<file path="src/rtl/m2_fsl_rx_deframer.sv">
// M2 FSL receive deframer: FIFO-buffered header/payload parser onto a valid/ready stream.
// Optional saturating statistics counters are built when M2_RX_STATS_EN is defined.
module m2_fsl_rx_deframer #(
   parameter int C_DEPTH     = 16,
   parameter int C_LOG_DEPTH = 4
) (
   input  logic        i_clk,
   input  logic        i_rst,
   input  logic        i_fsl_write,
   input  logic [0:63] i_fsl_data,
   input  logic        i_fsl_control,
   output logic        o_fsl_full,
   output logic        o_valid,
   input  logic        i_ready,
   output logic [0:63] o_data,
   output logic        o_hdr,
   output logic        o_last,
   output logic        o_err_orphan,
   output logic        o_err_trunc,
   output logic        o_err_ovf,
   output logic [0:31] o_stat_msgs,
   output logic [0:31] o_stat_errs
);

   typedef enum logic [0:0] {S_IDLE, S_PAYLOAD} state_t;

   localparam logic [C_LOG_DEPTH:0] LP_FULL = (C_LOG_DEPTH+1)'(C_DEPTH);

   logic [64:0]            r_mem [C_DEPTH];
   logic [C_LOG_DEPTH-1:0] r_wptr;
   logic [C_LOG_DEPTH-1:0] r_rptr;
   logic [C_LOG_DEPTH:0]   r_count;
   state_t                 r_state;
   state_t                 w_state_nxt;
   logic [15:0]            r_rem;
   logic [15:0]            w_rem_nxt;

   logic        w_empty;
   logic        w_wr;
   logic        w_pop;
   logic [64:0] w_head;
   logic        w_head_ctl;
   logic [0:63] w_head_data;
   logic [15:0] w_len;
   logic        w_hdr_acc;

   assign w_empty     = (r_count == '0);
   assign o_fsl_full  = (r_count == LP_FULL);
   // A write against a full FIFO is dropped even if a pop frees a slot this cycle.
   assign w_wr        = i_fsl_write & ~o_fsl_full;
   assign o_err_ovf   = i_fsl_write & o_fsl_full;
   assign w_head      = r_mem[r_rptr];
   assign w_head_ctl  = w_head[64];
   assign w_head_data = w_head[63:0];
   assign w_len       = w_head_data[0:15];
   assign o_data      = o_valid ? w_head_data : '0;

   always_ff @(posedge i_clk) begin
      if (w_wr) begin
         r_mem[r_wptr] <= {i_fsl_control, i_fsl_data};
      end
   end

   always_ff @(posedge i_clk) begin
      if (i_rst) begin
         r_wptr  <= '0;
         r_rptr  <= '0;
         r_count <= '0;
         r_state <= S_IDLE;
         r_rem   <= '0;
      end else begin
         if (w_wr) begin
            r_wptr <= r_wptr + C_LOG_DEPTH'(1);
         end
         if (w_pop) begin
            r_rptr <= r_rptr + C_LOG_DEPTH'(1);
         end
         r_count <= r_count + (C_LOG_DEPTH+1)'(w_wr)
                            - (C_LOG_DEPTH+1)'(w_pop);
         r_state <= w_state_nxt;
         r_rem   <= w_rem_nxt;
      end
   end

   always_comb begin
      w_state_nxt  = r_state;
      w_rem_nxt    = r_rem;
      w_pop        = 1'b0;
      w_hdr_acc    = 1'b0;
      o_valid      = 1'b0;
      o_hdr        = 1'b0;
      o_last       = 1'b0;
      o_err_orphan = 1'b0;
      o_err_trunc  = 1'b0;
      if (!w_empty) begin
         unique case (r_state)
            S_IDLE: begin
               if (w_head_ctl) begin
                  o_valid = 1'b1;
                  o_hdr   = 1'b1;
                  o_last  = (w_len == 16'd0);
                  if (i_ready) begin
                     w_pop       = 1'b1;
                     w_hdr_acc   = 1'b1;
                     w_rem_nxt   = w_len;
                     w_state_nxt = (w_len != 16'd0) ? S_PAYLOAD : S_IDLE;
                  end
               end else begin
                  w_pop        = 1'b1;
                  o_err_orphan = 1'b1;
               end
            end
            S_PAYLOAD: begin
               if (!w_head_ctl) begin
                  o_valid = 1'b1;
                  o_last  = (r_rem == 16'd1);
                  if (i_ready) begin
                     w_pop = 1'b1;
                     if (r_rem != 16'd0) begin
                        w_rem_nxt = r_rem - 16'd1;
                     end
                     if (r_rem <= 16'd1) begin
                        w_state_nxt = S_IDLE;
                     end
                  end
               end else begin
                  // Header left in place; it is parsed from IDLE next cycle.
                  o_err_trunc = 1'b1;
                  w_rem_nxt   = '0;
                  w_state_nxt = S_IDLE;
               end
            end
            default: w_state_nxt = S_IDLE;
         endcase
      end
   end

`ifdef M2_RX_STATS_EN
   logic [31:0] r_msgs;
   logic [31:0] r_errs;
   logic [1:0]  w_err_inc;
   logic [32:0] w_errs_sum;

   assign w_err_inc  = 2'(o_err_orphan) + 2'(o_err_trunc) + 2'(o_err_ovf);
   assign w_errs_sum = {1'b0, r_errs} + 33'(w_err_inc);

   always_ff @(posedge i_clk) begin
      if (i_rst) begin
         r_msgs <= '0;
         r_errs <= '0;
      end else begin
         if (w_hdr_acc && (r_msgs != 32'hFFFF_FFFF)) begin
            r_msgs <= r_msgs + 32'd1;
         end
         r_errs <= w_errs_sum[32] ? 32'hFFFF_FFFF : w_errs_sum[31:0];
      end
   end

   assign o_stat_msgs = r_msgs;
   assign o_stat_errs = r_errs;
`else
   assign o_stat_msgs = '0;
   assign o_stat_errs = '0;
`endif

endmodule
</file>
<file path="config.mk">
export PLATFORM = sky130hd
export DESIGN_NAME = m2_fsl_rx_deframer
export DESIGN_NICKNAME = d
export VERILOG_FILES = /design/src/rtl/m2_fsl_rx_deframer.sv
export SDC_FILE = /design/constraint.sdc
export NUM_CORES = 1
export LEC_CHECK = 0
export BUFFER_PORTS_ARGS = -buffer_cell sky130_fd_sc_hd__buf_2
export CAP_MARGIN = 20
export CORE_AREA = 2 2 229 344
export CTS_CLUSTER_SIZE = 30
export DETAILED_ROUTE_END_ITERATION = 16
export DIE_AREA = 0 0 231 346
export PLACE_DENSITY = 0.75
export SLEW_MARGIN = 5
export SYNTH_ARGS = -nofsm -noshare
export SYNTH_HDL_FRONTEND = slang
export SYNTH_SLANG_ARGS = --single-unit
</file>
<file path="constraint.sdc">
create_clock -name i_clk -period 6.7 [get_ports i_clk]
set_input_delay 1.005 -clock i_clk [delete_from_list [all_inputs] [get_ports i_clk]]
set_output_delay 1.005 -clock i_clk [all_outputs]
set_load 0.005 [all_outputs]
</file>
==> flow_metrics.env, run 1 <==
export IMPL_status="finished clean"
export IMPL_synth_top_area_share_pct=74.26
export IMPL_synthTopCellsByCount="1040 x edfxtp_1, 302 x mux4_2, 74 x nor2_1"
export IMPL_rsz0062_at_grt="false"
export IMPL_place_congestion=0.8503
export IMPL_maxCapViolCount=0
export IMPL_crit_slowest_cell="dfxtp_4"
export IMPL_vias=20370
export IMPL_dpl_cell_count=3016
export IMPL_grt_max_degree=86
export IMPL_fin_crit_sh_pct=79.54
export IMPL_cts_tree="yes"
export IMPL_root_buffer="clkbuf_16"
export IMPL_die_width_um=231
export IMPL_grt_remaining_overflow=0
export IMPL_finalHoldViolCount=0
export IMPL_synth_edf_count=1040
export IMPL_dr_pass1_iters=6
export IMPL_io_buffers=139
export IMPL_drive_above_1_share_pct=30.01
export IMPL_postSynthCellCount=1910
export IMPL_finish_net_count=2184
export IMPL_num_fill_cells=5196
export IMPL_cts_resized=0
export IMPL_coreArea_mm2=0.07695
export IMPL_path_clk_slew_ns=0.07
export IMPL_grt_pass1_wl_um=138700
export IMPL_crit_family="flip-flops"
export IMPL_start_util_pct=54.65
export IMPL_drv_slew=0
export IMPL_vdd_drop_max_mv=0.2877
export IMPL_min_from="r_rem[14]"
export IMPL_min_period_ns=5.329
export IMPL_ys_seq_elements=1074
export IMPL_drc=0
export IMPL_grt_pass1_vias=20690
export IMPL_fp_dieArea_mm2=0.07993
export IMPL_synth_compound_area_share_pct=1.648
export IMPL_crit_required_ns=5.69
export IMPL_postSynth_asyncResetShare_pct=0
export IMPL_grt_total_usage_pct=23.91
export IMPL_max_stage_delay_ns=0.92
export IMPL_pin_count=204
export IMPL_insertion_delay_ns=0.67
export IMPL_arrival_ns=4.32
export IMPL_rrSetupSlack_ns=2.39
export IMPL_ant_nets=0
export IMPL_die_h_um=346
export IMPL_synthFlopType="edfxtp_1"
export IMPL_drt_wirelength_per_cell_um=29.50
export IMPL_clock_skew_ns=0.03088
export IMPL_numCtsBuffers=95
export IMPL_setup_tns_final_ns=0
export IMPL_synth_top_family_by_area="multiplexers"
export IMPL_critPathKind="register to primary output"
export IMPL_postCtsSetupRepairBufs=0
export IMPL_setup_worst_path_start_class="register"
export IMPL_clockBufferDepth=3
export IMPL_setup_violations=0
export IMPL_rows=125
export IMPL_yosysMostFrequentCell="edfxtp_1"
export IMPL_dp_hpwl_um=48830
export IMPL_ys_top_cells_by_area="edfxtp_1 74%, mux4_2 16%, dfxtp_1 1.6%, buf_4 1.2%, nor2b_1 0.79%"
export IMPL_synth_fa_ha_area_share_pct=0.5504
export IMPL_slew_headroom_pct=25.42
export IMPL_final_cell_count_no_fill=3199
export IMPL_yosysSeqAreaShare_pct=75.88
export IMPL_grt_antenna_before_repair=14
export IMPL_drt_iter0_markers=2397
export IMPL_synthSimpleGateAreaFrac_pct=2.526
export IMPL_synth_area_leader_cell="edfxtp_1"
export IMPL_worst_slew_pin_slew_ns=1.116
export IMPL_power_density_mw_per_mm2=374.8
export IMPL_clock_fmax_mhz=187.7
export IMPL_ys_types=61
export IMPL_synthMuxAreaShare_pct=16.71
export IMPL_syn_area_per_cell_um2=22.02
export IMPL_routed_via_density=6.367
export IMPL_crit_path_cell_trace="buf_4 -> mux4_2 -> a22o_1 -> a221oi_1 -> nand2_1 -> nor4_1 -> a32oi_1 -> nor2_1 -> buf_2"
export IMPL_cts_sinks=1074
export IMPL_hold_path_class="register to register"
export IMPL_leakage_nw=14.88
export IMPL_worst_path_max_fanout=44
export IMPL_cp_end_kind="primary output"
export IMPL_wirelength_um=94370
export IMPL_postCtsHoldBufs=0
export IMPL_path_buf_inv=2
export IMPL_synth_xor_area_share_pct=0.2291
export IMPL_yosysWarnings=0
export IMPL_synth_area_mm2=0.04205
export IMPL_h_tree_depth=3
export IMPL_area_growth_pct=11.50
==> worst reg2reg max path: stages (launching register included) <==
cell and delay, ns:
dfxtp_4 0.92, mux4_2 0.61, mux2i_1 0.15, mux2_2 0.37, inv_2 0.19, maj3_2 0.36, or3_1 0.37, nand2_1 0.08
ha_1 0.16, inv_1 0.07, fa_1 0.43, inv_1 0.07, a21oi_1 0.06, nor2_1 0.11, or3_1 0.12, a21oi_1 0.06
==> cell usage in the layout (no fill, tap or decap), drive strengths merged, types with 3 or more instances in the layout <==
master       n
clkbuf     117
xor2         7
ha          16
buf        184
xnor2        4
inv         29
nand4        5
nor3        19
dfxtp       34
nor2b       53
a211oi       9
mux4       304
a221oi      11
a311oi       3
a22oi       10
mux2i       16
diode        4
clkinvlp     6
edfxtp    1040
bufinv       7
a22o        11
clkinv      41
nand2       25
o22ai        5
o41ai        3
nand3        7
a21oi       20
o21ai       11
conb        64
nand2b       3
nor4         5
and2        10
nor2        75
==> cell type report <==
class / instances / area [µm²] / share of cell area, %
clock inverter: 61 / 543.0 / 1.158
inverter: 22 / 85.08 / 0.1814
antenna: 4 / 10.01 / 0.02135
tap: 1016 / 1271 / 2.711
clock buffer: 117 / 2481 / 5.291
sequential: 1074 / 31920 / 68.08
multi-input combinational: 721 / 9469 / 20.19
timing repair buffer: 184 / 1109 / 2.364
==> cells by family after synthesis <==
group	count (synthesis)
DFF	1074
muxes	321
and+or+nand+nor	211
buffers and inverters	178
AOI/OAI and AO/OA	96
adders and majority gates	18
xor gates and xnor gates	11
other	1
==> per-layer routing <==
| metal | track usage, % | wire, µm | part of all wire (%) | up-vias |
|---|---|---|---|---|
| li1 | - | - | - | 8220 |
| met1 | 32.61 | 35970 | 38 | 10830 |
| met2 | 40.45 | 48750 | 52 | 1138 |
| met3 | 3.467 | 7373 | 7.8 | 166 |
| met4 | 7.189 | 2190 | 2.3 | 12 |
| met5 | 0 | 80 | 0.085 | - |
==> flip-flops by register name, summed over array words and instances, names as in the netlist, named ones only <==
| register | flops |
|---|---|
| r_state | 1 |
| r_rptr | 4 |
| r_count | 5 |
| r_wptr | 4 |
| r_mem | 1040 |
| r_rem | 16 |
==> worst paths after layout <==
check	endpoint	cells past startpoint
max	o_last	9
min	r_rem[14]	2
min reg2reg	r_rem[14]	2
max reg2reg	r_count[4]	15
==> report_power, final <==
| group | internal, mW | switching [mW] |
|---|---|---|
| clock network | 2.93 | 2.40 |
| logic | 2.11 | 2.22 |
| registers | 7.62 | 0.294 |
| total | 12.7 | 4.91 |
==> per-stage QoR <==
stage / setup WS [ns] / util, % / total power [mW] / hold slack [ns] / cell area [µm²]
6_report: 1.371 / 60.94 / 17.58 / 0.4987 / 46890
3_3_place_gp: 2.004 / 56.97 / 12.28 / 0.4512 / 43840
4_1_cts: 1.295 / 60.90 / 17.69 / 0.4911 / 46860
3_5_place_dp: 2.045 / 56.97 / 12.39 / 0.4808 / 43840
2_1_floorplan: 0.1391 / - / 11.10 / 0.4415 / 42290
5_1_grt: 1.049 / 60.93 / 18.25 / 0.5102 / 46890
(Power assumes the default switching activity.)
==> run 2, diff against run 1 <==
- ABC_AREA: not set -> 1
- CORE_AREA: 2 2 229 344 -> 2 2 235 352
- DIE_AREA: 0 0 231 346 -> 0 0 237 354
- clock period: 6.7 -> 4.35 ns (I/O delays scaled with it)
==> run 2 against run 1 <==
Synthesized cell count is 84% higher. First-iteration DRC count is 47% higher. Register-to-register slack worse by 1.5 ns. Via count is 41% higher. Non-clock buffer count is 23 higher. Core utilization is 0.75 points lower. Wire length is 19% higher. Final cell count is 47% higher. Total power is 63% higher. Flip-flop and latch count stayed put. Area after synthesis is 4.8% higher. Hold slack worse by 0.15 ns. Critical endpoint is now o_data[42]. Largest power group unchanged.
==> flow_metrics.env, run 2 <==
export IMPL_dpl_cell_count=4520
export IMPL_vias=28640
export IMPL_ys_top_cells_by_area="edfxtp_1 71%, nand2_1 7.5%, a21oi_1 3.9%, nand3_1 2.2%, a221oi_1 2.1%"
export IMPL_status="finished clean"
export IMPL_setup_violations=0
export IMPL_synth_edf_count=1040
export IMPL_grt_total_usage_pct=25.98
export IMPL_clock_fmax_mhz=240.9
export IMPL_synth_area_leader_cell="edfxtp_1"
export IMPL_maxCapViolCount=0
export IMPL_syn_area_per_cell_um2=12.57
export IMPL_vdd_drop_max_mv=0.4756
export IMPL_synthTopCellsByCount="1040 x edfxtp_1, 877 x nand2_1, 344 x a21oi_1"
export IMPL_pin_count=204
export IMPL_routed_via_density=6.102
export IMPL_drive_above_1_share_pct=10.28
export IMPL_clock_skew_ns=0.02269
export IMPL_yosysMostFrequentCell="edfxtp_1"
export IMPL_final_cell_count_no_fill=4694
export IMPL_crit_required_ns=3.70
export IMPL_place_congestion=0.8036
export IMPL_grt_remaining_overflow=0
export IMPL_dp_hpwl_um=57800
export IMPL_postCtsHoldBufs=0
export IMPL_cp_end_kind="primary output"
export IMPL_setup_worst_path_start_class="register"
export IMPL_area_growth_pct=10.48
export IMPL_ys_seq_elements=1074
export IMPL_drt_iter0_markers=3528
export IMPL_drc=0
export IMPL_worst_slew_pin_slew_ns=0.9844
export IMPL_ant_nets=0
export IMPL_dr_pass1_iters=6
export IMPL_min_period_ns=4.151
export IMPL_numCtsBuffers=91
export IMPL_hold_path_class="primary input to register"
export IMPL_coreArea_mm2=0.08088
export IMPL_synth_top_area_share_pct=70.88
export IMPL_setup_slack_ns=0.1990
export IMPL_slew_headroom_pct=34.22
export IMPL_io_buffers=139
export IMPL_yosysWarnings=0
export IMPL_ys_types=38
export IMPL_power_density_mw_per_mm2=587.0
export IMPL_rows=128
export IMPL_final_cell_mix="1040 x edfxtp_1, 876 x nand2_1, 344 x a21oi_1"
export IMPL_rrSetupSlack_ns=0.92
export IMPL_grt_pass1_vias=27610
export IMPL_final_common_cell="edfxtp_1"
export IMPL_leakage_nw=17.24
export IMPL_grt_max_degree=222
export IMPL_fin_area_mm2=0.04868
export IMPL_insertion_delay_ns=0.67
export IMPL_fp_dieArea_mm2=0.08390
export IMPL_postCtsSetupRepairBufs=0
export IMPL_cts_tree="yes"
export IMPL_synthFlopType="edfxtp_1"
export IMPL_die_h_um=354
export IMPL_largestRegisters="r_mem: 1040 flops, r_rem: 16 flops, r_count: 5 flops"
export IMPL_clockBufferDepth=3
export IMPL_synth_area_mm2=0.04406
export IMPL_largest_reg_flops=1040
export IMPL_drt_wirelength_per_cell_um=23.95
export IMPL_wirelength_um=112400
export IMPL_placed_area_mm2=0.04560
export IMPL_largest_register="r_mem"
export IMPL_die_width_um=237
export IMPL_fin_util_pct=60.18
export IMPL_fin_crit_sh_pct=95.43
export IMPL_endpoint="o_data[42]"
export IMPL_root_buffer="clkbuf_16"
export IMPL_finalHoldViolCount=0
export IMPL_critPathKind="register to primary output"
export IMPL_postSynth_asyncResetShare_pct=0
export IMPL_finish_net_count=3662
export IMPL_grt_pass1_wl_um=164500
export IMPL_yosysSeqAreaShare_pct=72.43
export IMPL_drv_slew=0
export IMPL_cts_resized=0
export IMPL_h_tree_depth=3
export IMPL_r2r_end="r_count[4]"
export IMPL_grt_antenna_before_repair=16
export IMPL_reg2reg_depth=20
export IMPL_setup_tns_final_ns=0
export IMPL_rsz0062_at_grt="false"
export IMPL_postSynthCellCount=3505
export IMPL_arrival_ns=3.50
export IMPL_cts_sinks=1074
export IMPL_start_util_pct=54.48
export IMPL_post_place_ws_ns=0.8124
export IMPL_worst_path_max_fanout=59
export IMPL_path_clk_slew_ns=0.07
run 2: cell types whose count changed after synthesis, sizes merged, moves of 18 or more:
cell | before | now
a221oi | 11 | 108
buf | 110 | 235
nor2 | 75 | 191
o21ai | 11 | 77
a32o | 0 | 47
o31ai | 1 | 48
nand2 | 25 | 879
o211ai | 1 | 29
a21oi | 20 | 345
mux4 | 304 | 0
nor2b | 53 | 0
nand3 | 7 | 190
inv | 22 | 128
a31oi | 1 | 19
run 2: cells by family after synthesis:
kind of cell	count (synthesis)	synth area share [%]
compound gates	694	10.08
xor+xnor	12	0.2385
fa+ha+maj	17	0.4998
buf+inv	421	5.134
flops	1074	72.43
other cells	1	0.008511
simple gates	1286	11.62
run 2: how the worst min path moves through the flow:
| stage | cells after the start | slack (ns) | end | startpoint |
|---|---|---|---|---|
| after floorplan | 2 | 0.47 | register | r_rptr[3] |
| after global placement | 2 | 0.49 | r_rptr[3] | r_rptr[3] |
| after detailed placement | 2 | 0.49 | r_rptr[3] | r_rptr[3] |
| after CTS | 1 | 0.33 | r_mem[5][44] | i_fsl_data[19] |
| after global routing | 1 | 0.35 | r_mem[4][32] | i_fsl_data[31] |
| final | 2 | 0.35 | r_count[1] | i_rst |
run 2: metrics by stage:
stage / power [mW] / hold WS (ns)
final: 28.57 / 0.3497
after global routing: 29.85 / 0.3525
after CTS: 28.44 / 0.3265
after detailed placement: 20.42 / 0.4940
after global placement: 20.28 / 0.4875
after floorplan: 17.86 / 0.4675
run 2: cell type report:
class	instances	area [µm²]
clock buffers	110	2391
clock inverters	55	568.0
well taps	1040	1301
diodes	6	15.01
inverters	129	514.2
fillers	5931	32200
repair buffers	207	1714
multi-input cells	2073	10250
flip-flops and latches	1074	31930
run 2: worst max-delay path, stage by stage (launching register included):
cell	delay, ns
dfxtp_4	0.48
inv_16	0.25
buf_6	0.39
buf_4	0.56
nand2_1	0.17
a221oi_1	0.47
nor3_1	0.14
nor2_1	0.20
buf_2	0.15
run 2: report_power, final:
| part | internal (mW) | total, mW | switching, mW |
|---|---|---|---|
| combinational | 2.65 | 8.47 | 5.82 |
| sequential | 11.7 | 12.0 | 0.225 |
| clock | 4.48 | 8.15 | 3.66 |
| total | 18.9 | 28.6 | 9.71 |
run 2: metal layers:
metal	global-route usage, %	part of all wire, %
met5	0	0.082
met4	11.90	3.9
met3	3.672	8.5
met2	45.00	51
met1	32.47	37
